`src/rtl/eq_mac_scheduler.sv`:
```
// eq_mac_scheduler: sequences one shared MAC across N_BANDS FIR bands of
// N_TAPS taps each, one accepted audio sample per frame.
// Optional feature macro: EQ_MAC_SCHEDULER_BAND_MASK_EN (adds band_mask input
// so that masked-off bands are skipped entirely).
//
// Handshake: sample_valid is a one-cycle strobe with no ready. A strobe seen
// with enable high while IDLE starts a frame; one seen while a frame is in
// progress is dropped and sets the sticky overrun flag; one seen with enable
// low is ignored.
//
// Every output is a register loaded with the value belonging to the state
// being entered, so a tap issued in cycle c is the tap chosen at the edge
// that starts cycle c.
module eq_mac_scheduler #(
    parameter int N_TAPS  = 31,
    parameter int N_BANDS = 3,
    parameter int TAP_W   = $clog2(N_TAPS),
    parameter int BAND_W  = (N_BANDS > 1) ? $clog2(N_BANDS) : 1
) (
    input  logic                     clk,
    input  logic                     rst,
    input  logic                     enable,
    input  logic                     sample_valid,
    input  logic signed [23:0]       sample_in,
`ifdef EQ_MAC_SCHEDULER_BAND_MASK_EN
    input  logic [N_BANDS-1:0]       band_mask,
`endif
    input  logic                     overrun_clr,
    output logic                     dl_wr_en,
    output logic [TAP_W-1:0]         dl_wr_addr,
    output logic signed [23:0]       dl_wr_data,
    output logic [TAP_W-1:0]         tap_addr,
    output logic [BAND_W+TAP_W-1:0]  coef_addr,
    output logic [BAND_W-1:0]        band_id,
    output logic                     mac_en,
    output logic                     mac_clr,
    output logic                     mac_last,
    output logic                     busy,
    output logic                     overrun,
    output logic [1:0]               dbg_state
);

    localparam int CW = BAND_W + TAP_W;
    localparam logic [TAP_W-1:0] K_LAST = TAP_W'(N_TAPS - 1);

    typedef enum logic [1:0] {S_IDLE = 2'd0, S_WRITE = 2'd1, S_RUN = 2'd2} state_t;

    state_t                   state_q, state_d;
    logic [TAP_W-1:0]         k_q, k_d, wp_q, wp_d, wp_inc;
    logic [BAND_W-1:0]        band_q, band_d;
    logic [N_BANDS-1:0]       mask_q, mask_d, mask_src;
    logic                     issue;
    logic [BAND_W:0]          hit;
    logic [TAP_W:0]           diff;

    logic                     dl_wr_en_q, dl_wr_en_d;
    logic [TAP_W-1:0]         dl_wr_addr_q, dl_wr_addr_d;
    logic signed [23:0]       dl_wr_data_q, dl_wr_data_d;
    logic [TAP_W-1:0]         tap_addr_q, tap_addr_d;
    logic [CW-1:0]            coef_addr_q, coef_addr_d;
    logic [BAND_W-1:0]        band_id_q, band_id_d;
    logic                     mac_en_q, mac_en_d, mac_clr_q, mac_clr_d;
    logic                     mac_last_q, mac_last_d, busy_q, busy_d;
    logic                     overrun_q, overrun_d;

`ifdef EQ_MAC_SCHEDULER_BAND_MASK_EN
    assign mask_src = band_mask;
`else
    assign mask_src = {N_BANDS{1'b1}};
`endif

    assign wp_inc = (wp_q == K_LAST) ? '0 : wp_q + 1'b1;

    // Lowest enabled band at or above 'from'; MSB of the result is the found flag.
    function automatic logic [BAND_W:0] find_band(input logic [N_BANDS-1:0] m, input int from);
        logic [BAND_W:0] r;
        r = '0;
        for (int i = N_BANDS - 1; i >= 0; i--) begin
            if (i >= from && m[i]) r = {1'b1, BAND_W'(i)};
        end
        return r;
    endfunction

    // Next-state and next-output logic for the frame sequencer.
    always_comb begin
        state_d      = state_q;
        k_d          = k_q;
        band_d       = band_q;
        wp_d         = wp_q;
        mask_d       = mask_q;
        issue        = 1'b0;
        hit          = '0;
        diff         = '0;
        dl_wr_en_d   = 1'b0;
        dl_wr_addr_d = dl_wr_addr_q;
        dl_wr_data_d = dl_wr_data_q;
        tap_addr_d   = tap_addr_q;
        coef_addr_d  = coef_addr_q;
        band_id_d    = band_id_q;
        mac_en_d     = 1'b0;
        mac_clr_d    = 1'b0;
        mac_last_d   = 1'b0;
        overrun_d    = overrun_q;
        busy_d       = 1'b0;

        if (enable) begin
            case (state_q)
                S_IDLE: begin
                    if (sample_valid) begin
                        state_d      = S_WRITE;
                        dl_wr_en_d   = 1'b1;
                        dl_wr_addr_d = wp_q;
                        dl_wr_data_d = sample_in;
                    end
                end
                S_WRITE: begin
                    mask_d = mask_src;
                    k_d    = '0;
                    hit    = find_band(mask_src, 0);
                    if (hit[BAND_W]) begin
                        band_d  = hit[BAND_W-1:0];
                        state_d = S_RUN;
                        issue   = 1'b1;
                    end else begin
                        band_d  = '0;
                        state_d = S_IDLE;
                        wp_d    = wp_inc;
                    end
                end
                S_RUN: begin
                    if (k_q == K_LAST) begin
                        k_d = '0;
                        hit = find_band(mask_q, int'(band_q) + 1);
                        if (hit[BAND_W]) begin
                            band_d = hit[BAND_W-1:0];
                            issue  = 1'b1;
                        end else begin
                            band_d  = '0;
                            state_d = S_IDLE;
                            wp_d    = wp_inc;
                        end
                    end else begin
                        k_d   = k_q + 1'b1;
                        issue = 1'b1;
                    end
                end
                default: state_d = S_IDLE;
            endcase
        end

        // Tap k reads the sample written k frames ago; wrap modulo N_TAPS.
        if (issue) begin
            diff = {1'b0, wp_q} + (TAP_W+1)'(N_TAPS) - {1'b0, k_d};
            if (diff >= (TAP_W+1)'(N_TAPS)) diff = diff - (TAP_W+1)'(N_TAPS);
            tap_addr_d  = diff[TAP_W-1:0];
            coef_addr_d = CW'(band_d) * CW'(N_TAPS) + CW'(k_d);
            band_id_d   = band_d;
            mac_en_d    = 1'b1;
            mac_clr_d   = (k_d == '0);
            mac_last_d  = (k_d == K_LAST);
        end

        // A drop in the same cycle as a clear still leaves the flag set.
        if (overrun_clr) overrun_d = 1'b0;
        if (enable && sample_valid && state_q != S_IDLE) overrun_d = 1'b1;

        busy_d = (state_d != S_IDLE);
    end

    // State, counters and registered outputs.
    always_ff @(posedge clk) begin
        if (rst) begin
            state_q      <= S_IDLE;
            k_q          <= '0;
            band_q       <= '0;
            wp_q         <= '0;
            mask_q       <= '0;
            dl_wr_en_q   <= 1'b0;
            dl_wr_addr_q <= '0;
            dl_wr_data_q <= '0;
            tap_addr_q   <= '0;
            coef_addr_q  <= '0;
            band_id_q    <= '0;
            mac_en_q     <= 1'b0;
            mac_clr_q    <= 1'b0;
            mac_last_q   <= 1'b0;
            busy_q       <= 1'b0;
            overrun_q    <= 1'b0;
        end else begin
            state_q      <= state_d;
            k_q          <= k_d;
            band_q       <= band_d;
            wp_q         <= wp_d;
            mask_q       <= mask_d;
            dl_wr_en_q   <= dl_wr_en_d;
            dl_wr_addr_q <= dl_wr_addr_d;
            dl_wr_data_q <= dl_wr_data_d;
            tap_addr_q   <= tap_addr_d;
            coef_addr_q  <= coef_addr_d;
            band_id_q    <= band_id_d;
            mac_en_q     <= mac_en_d;
            mac_clr_q    <= mac_clr_d;
            mac_last_q   <= mac_last_d;
            busy_q       <= busy_d;
            overrun_q    <= overrun_d;
        end
    end

    assign dl_wr_en   = dl_wr_en_q;
    assign dl_wr_addr = dl_wr_addr_q;
    assign dl_wr_data = dl_wr_data_q;
    assign tap_addr   = tap_addr_q;
    assign coef_addr  = coef_addr_q;
    assign band_id    = band_id_q;
    assign mac_en     = mac_en_q;
    assign mac_clr    = mac_clr_q;
    assign mac_last   = mac_last_q;
    assign busy       = busy_q;
    assign overrun    = overrun_q;
    assign dbg_state  = state_q;

endmodule

```
`config.mk`:
```
export PLATFORM = sky130hd
export DESIGN_NAME = eq_mac_scheduler
export DESIGN_NICKNAME = d
export VERILOG_FILES = /design/src/rtl/eq_mac_scheduler.sv
export SDC_FILE = /design/constraint.sdc
export NUM_CORES = 1
export LEC_CHECK = 0
export ABC_AREA = 1
export CAP_MARGIN = 5
export CORE_MARGIN = 8
export CORE_UTILIZATION = 49
export DETAILED_ROUTE_END_ITERATION = 8
export GPL_ROUTABILITY_DRIVEN = 1
export PLACE_DENSITY = 0.86
export SYNTH_ARGS = -nofsm -noshare
export SYNTH_HDL_FRONTEND = slang
export SYNTH_SLANG_ARGS = --single-unit
```
`constraint.sdc`:
```
create_clock -name clk -period 3.6 [get_ports clk]
set_clock_uncertainty 0.15 [all_clocks]
set_input_delay 0.72 -clock clk [delete_from_list [all_inputs] [get_ports clk]]
set_output_delay 0.72 -clock clk [all_outputs]
set_load 0.02 [all_outputs]
```
# After elaboration in Yosys (flattened, before gate mapping)
# Cells that the tools add are included.
# totals
reg_bits	64
mem_bits_rw	0
out_inout_bits	51
latch_bits	0
mem_count	0
mem_bits_ro	0
elab_cells	92
# op_classes
reduce_logical	16
n_mux	37
bitwise_logic	3
mul	1
n_div	0
n_addsub	7
n_eq_ne	8
magnitude_cmp	4
n_shift	0
# op_table
op	n
5-bit 2-to-1 mux	7
3-bit 2-to-1 mux	8
5-bit one-hot mux with 2 select lines	2
2-bit 2-to-1 mux	9
5-bit equality test, second input constant	3
5-bit by 1-bit adder with 5-bit output, second input constant	2
1-bit 2-to-1 mux	8
2-bit nonzero test	4
7-bit by 5-bit adder with 7-bit output	1
2-bit by 5-bit multiplier with 7-bit output, second input constant	1
5-bit by 5-bit adder with 6-bit output, second input constant	1
1-bit by 3-bit >= comparator with 1-bit output, first input constant	2
6-bit by 5-bit >= comparator with 1-bit output, second input constant	1
2-bit inequality test, second input constant	3
2-bit one-hot mux with 3 select lines	1
6-bit by 5-bit subtractor with 6-bit output	1
1-bit logical AND	5
5-bit logical NOT	1
5-bit AND reduction	1
5-bit subtractor, second input constant	1
2-bit one-hot mux with 2 select lines	1
2-bit by 1-bit adder with 3-bit output, second input constant	1
2-bit by 3-bit >= comparator with 1-bit output, first input constant	1
1-bit NOT	3
other kinds (8)	8

# Longest topological paths before layout
# depth
word_depth	15
mapped_depth	20
ltp_nobuf	20

# Least setup slack after synthesis
# OpenSTA, ideal clock, no wires.
# synth_timing
path_type	register -> register
startpoint	register state_q[0], in the netlist dbg_state[0]
endpoint	register coef_addr_q[5], in the netlist coef_addr[5]
n_path_buf	0
path_slack_ns	0.177
arrival_ns	3.160
path_stages_with_launch	17
required_time_ns	3.337
path_cell_list	dfxtp_1 -> inv_1 -> ha_1 -> nand2_4 -> clkinv_4 -> a31o_2 -> nand2_1 -> inv_1 -> fa_1 -> ha_1 -> inv_1 -> fa_1 -> o21ai_0 -> xnor2_1 -> a21oi_1 -> o21ai_1 -> inv_1
# synth_between
elab_chain_len	5
elab_cells_between_ends	10
# synth_rtl
element	line_no	text
start: declaration	48	state_t state_q, state_d;
start signal: assignment	190	state_q <= state_d;
2-bit equality test / 2-bit by 1-bit equality test with 1-bit output (equally long branches)	107	case (state_q)
2-bit one-hot mux with 2 select lines (*)	107	
2-bit 2-to-1 mux (*)	106	if (enable) begin
net band_d[0]	50	logic [BAND_W-1:0] band_q, band_d;
2-bit by 5-bit multiplier with 7-bit output (*)	156	coef_addr_d = CW'(band_d) * CW'(N_TAPS) + CW'(k_d);
7-bit by 5-bit adder with 7-bit output (*)	156	
end signal: assignment	199	coef_addr_q <= coef_addr_d;
end: declaration	60	logic [CW-1:0] coef_addr_q, coef_addr_d;
# Mark *: on every way through the listed nets, which the timed path passes. The rest lies on a longest branch.
# A chain may end at the register's enable or synchronous reset.

# Worst setup path after layout
# layout_timing
startpoint	input port enable
endpoint	register coef_addr_q[5], in the netlist coef_addr[5]
# layout_between
elab_chain_len	3
elab_cells_between_ends	5
# layout_rtl
element	line_no	text
start: declaration	22	input logic enable,
2-bit 2-to-1 mux	106	
net band_d[0]	50	
2-bit by 5-bit multiplier with 7-bit output	156	
7-bit by 5-bit adder with 7-bit output	156	
# The timed path passes the listed nets, and every way through them passes these cells.

==> qor.yml <==
layout-drive-gt1-share_pct: 12.0
post_drt_wl_per_cell_um: 14.5
max_slew_margin_pct: 42.1
initial_core_util_pct: 50.4
yosys-top-cells-area: "dfxtp_1, nand2_1, ha_1"
slowest_stage: "fa_1"
dp_hpwl_um: 6190
setup_viol: 0
worstMarginPinSlew_ns: 0.868
die_y_um: 96.6
post_cts_resized: 0
antenna_found_initial: 0
pwr-share-seq_pct: 42.1
synth_top_area_cell: "dfxtp_1"
fin_crit_ns: 3.37
yosysTopAreaCellShare_pct: 40.3
min_period_over_period_pct: 93.6
cts_made_buffers: 9
drc: 0
leakage_uw: 0.00191
clk_latency_ns: 0.35
worstReg2RegStart: "dbg_state[0]"
grt_max_degree: 31
die_x_um: 96.6
postCtsHoldBufs: 0
required_ns: 3.70
first_iter_violations: 123
fin_nets: 565
max_stage_delay_ns: 0.49
first_global_vias: 3171
cp.arrival_ns: 3.46
netlist_area_mm2: 0.00318
max_freq_mhz: 297
outcome: "complete, no violations"
slew_violations: 0
ys.flop_type: "dfxtp_1"
gp_congestion: 0.854
yosys_warnings: 0
crit_chain: "clkdlybuf4s50_1, nand2_4, clkinv_4, a31o_2, nand2_1, inv_1, fa_1, ha_1, inv_1, fa_1, o21ai_0, xnor2_1, a21oi_1, o21ai_1, inv_1"
viasPerCell: 5.19
clock-sinks: 64
diodes: 0
crit_type: "in2reg"
hold_viol: 0
clk_pin_slew_worst_paths_ns: 0.08
via_count: 3075
crit_fanout: 5
yosys-top-cells-count: "nand2_1, dfxtp_1, a21oi_1"
fin_hold_ws_ns: 0.316
power_density_mw_per_mm2: 402
worst_setup_path_end_kind: "register"
rsz0062_at_grt: "no"
pwr-share-clk_pct: 44.2
clock_path_buffers: 2
h-tree-depth: 3
swShare_pct: 25.9
grt_first_pass_wirelength_um: 14200
combPwrFrac_pct: 13.6
wirelength_um: 8580
dieArea_mm2: 0.00933
antenna_left: 0
row_count: 29
ys_types: 38
cts_root_buf: "clkbuf_8"
vdd_drop_max_mv: 0.290
ys_seq_area_share_pct: 40.3
fill_cells: 478
cts_tree: "done"
synthesis.nets: 470
p_switching_uw: 457
path_common_cell: "inv_1"
drv_cap: 0
synth.ff_latch_count: 64
yosysMostFrequentCell: "nand2_1"
ios: 80
hold_class: "reg2reg"
final_core_util_pct: 69.7
groute.usage.overall_pct: 19.3
synthCells: 415
hp-start: "dl_wr_data[12]"
critPathLaunchType: "primary input"
post_cts_buffers: 0
async_reset_ff_share_pct: 0
grt_overflow_total: 0
area_growth_syn_to_layout_pct: 38.3
synth_edf_count: 0
p_int_uw: 1310
port_buffers: 79
critPathLaunch: "enable"
avgSynthCellArea_um2: 7.67
drtPass1Iterations: 6
coreArea_mm2: 0.00631
## cells by family after synthesis
logic type                 Yosys count  synth area share (%)
and+or+nand+nor                    184                  25.7
AOI/OAI and AO/OA                   74                  12.3
DFF                                 64                  40.3
buffers and inverters               59                  7.59
adders and majority gates           26                  11.6
xor gates and xnor gates             8                  2.44
## state kept, by name (all words and copies together), names as in the netlist, 2 cells and up
signal	count
dl_wr_data	24
coef_addr	7
dl_wr_addr	5
k_q	5
tap_addr	5
wp_q	5
band_id	2
band_q	2
dbg_state	2
## path summary, 6_finish.rpt
path,endpoint,depth (start not counted),slack (ns)
max,coef_addr[5],15,0.23
min,dl_wr_data[12],2,0.32
max reg2reg,coef_addr[5],16,0.25
min reg2reg,dl_wr_data[12],2,0.32
## worst max-delay path: cells and delay by family
| kind | cells | cell delay (ns) |
|---|---|---|
| and+or+nand+nor | 2 | 0.18 |
| AOI/OAI and AO/OA | 4 | 0.66 |
| buffers and inverters | 5 | 0.73 |
| xor gates and xnor gates | 1 | 0.15 |
| adders and majority gates | 3 | 1.04 |
## power by group through the flow
stage,clock (µW),sequential (µW),combinational [µW]
final,782,745,241
after global routing,826,748,263
after CTS,790,745,243
after detailed placement,0,761,241
after global placement,0,760,234
after floorplan,0,788,105
## placed cells by master, fill, tap and decap left out, types with 3 or more instances in the layout
master	Yosys	routed
nand2_1	104	104
clkdlybuf4s50_1	0	79
dfxtp_1	64	64
a21oi_1	49	48
inv_1	39	39
nor2_1	34	34
nand3_1	24	24
ha_1	20	20
buf_4	1	19
o21ai_0	11	11
clkbuf_8	0	9
o21ai_1	8	8
xor2_1	6	6
fa_1	6	6
inv_2	5	5
nand2_2	4	4
nor2_4	3	3
clkinv_4	1	3
nor3_1	3	3
bufinv_16	0	3
## layer usage
layer	vias up	GRT usage (%)	routed length, µm
met5	-	0	0
met4	0	9.58	261
met3	19	4.33	354
met2	76	34.5	4650
met1	1456	20.9	3320
li1	1524	-	-
## layout make-up
| cell class | count | area (µm²) | area share, % |
|---|---|---|---|
| Tap cell | 77 | 96.3 | 2.19 |
| Timing Repair Buffer | 98 | 933 | 21.2 |
| Clock buffer | 9 | 124 | 2.82 |
| Clock inverter | 7 | 128 | 2.90 |
| Multi-Input combinational cell | 292 | 1660 | 37.8 |
| Inverter | 45 | 174 | 3.95 |
| Sequential cell | 64 | 1280 | 29.1 |
## through the flow
| stage | std cells | total power (µW) | setup TNS, ns | setup slack, ns | instance area (µm²) |
|---|---|---|---|---|---|
| floorplan | 415 | 893 | 0 | 0.177 | 3180 |
| global placement | 576 | 994 | -0.0552 | -0.0552 | 4140 |
| detailed placement | 576 | 1000 | -0.241 | -0.102 | 4140 |
| CTS | 592 | 1780 | 0 | 0.239 | 4400 |
| global route | 592 | 1840 | 0 | 0.0285 | 4400 |
| finish | 592 | 1770 | 0 | 0.231 | 4400 |
No activity file was read; power rests on OpenSTA's default activity.
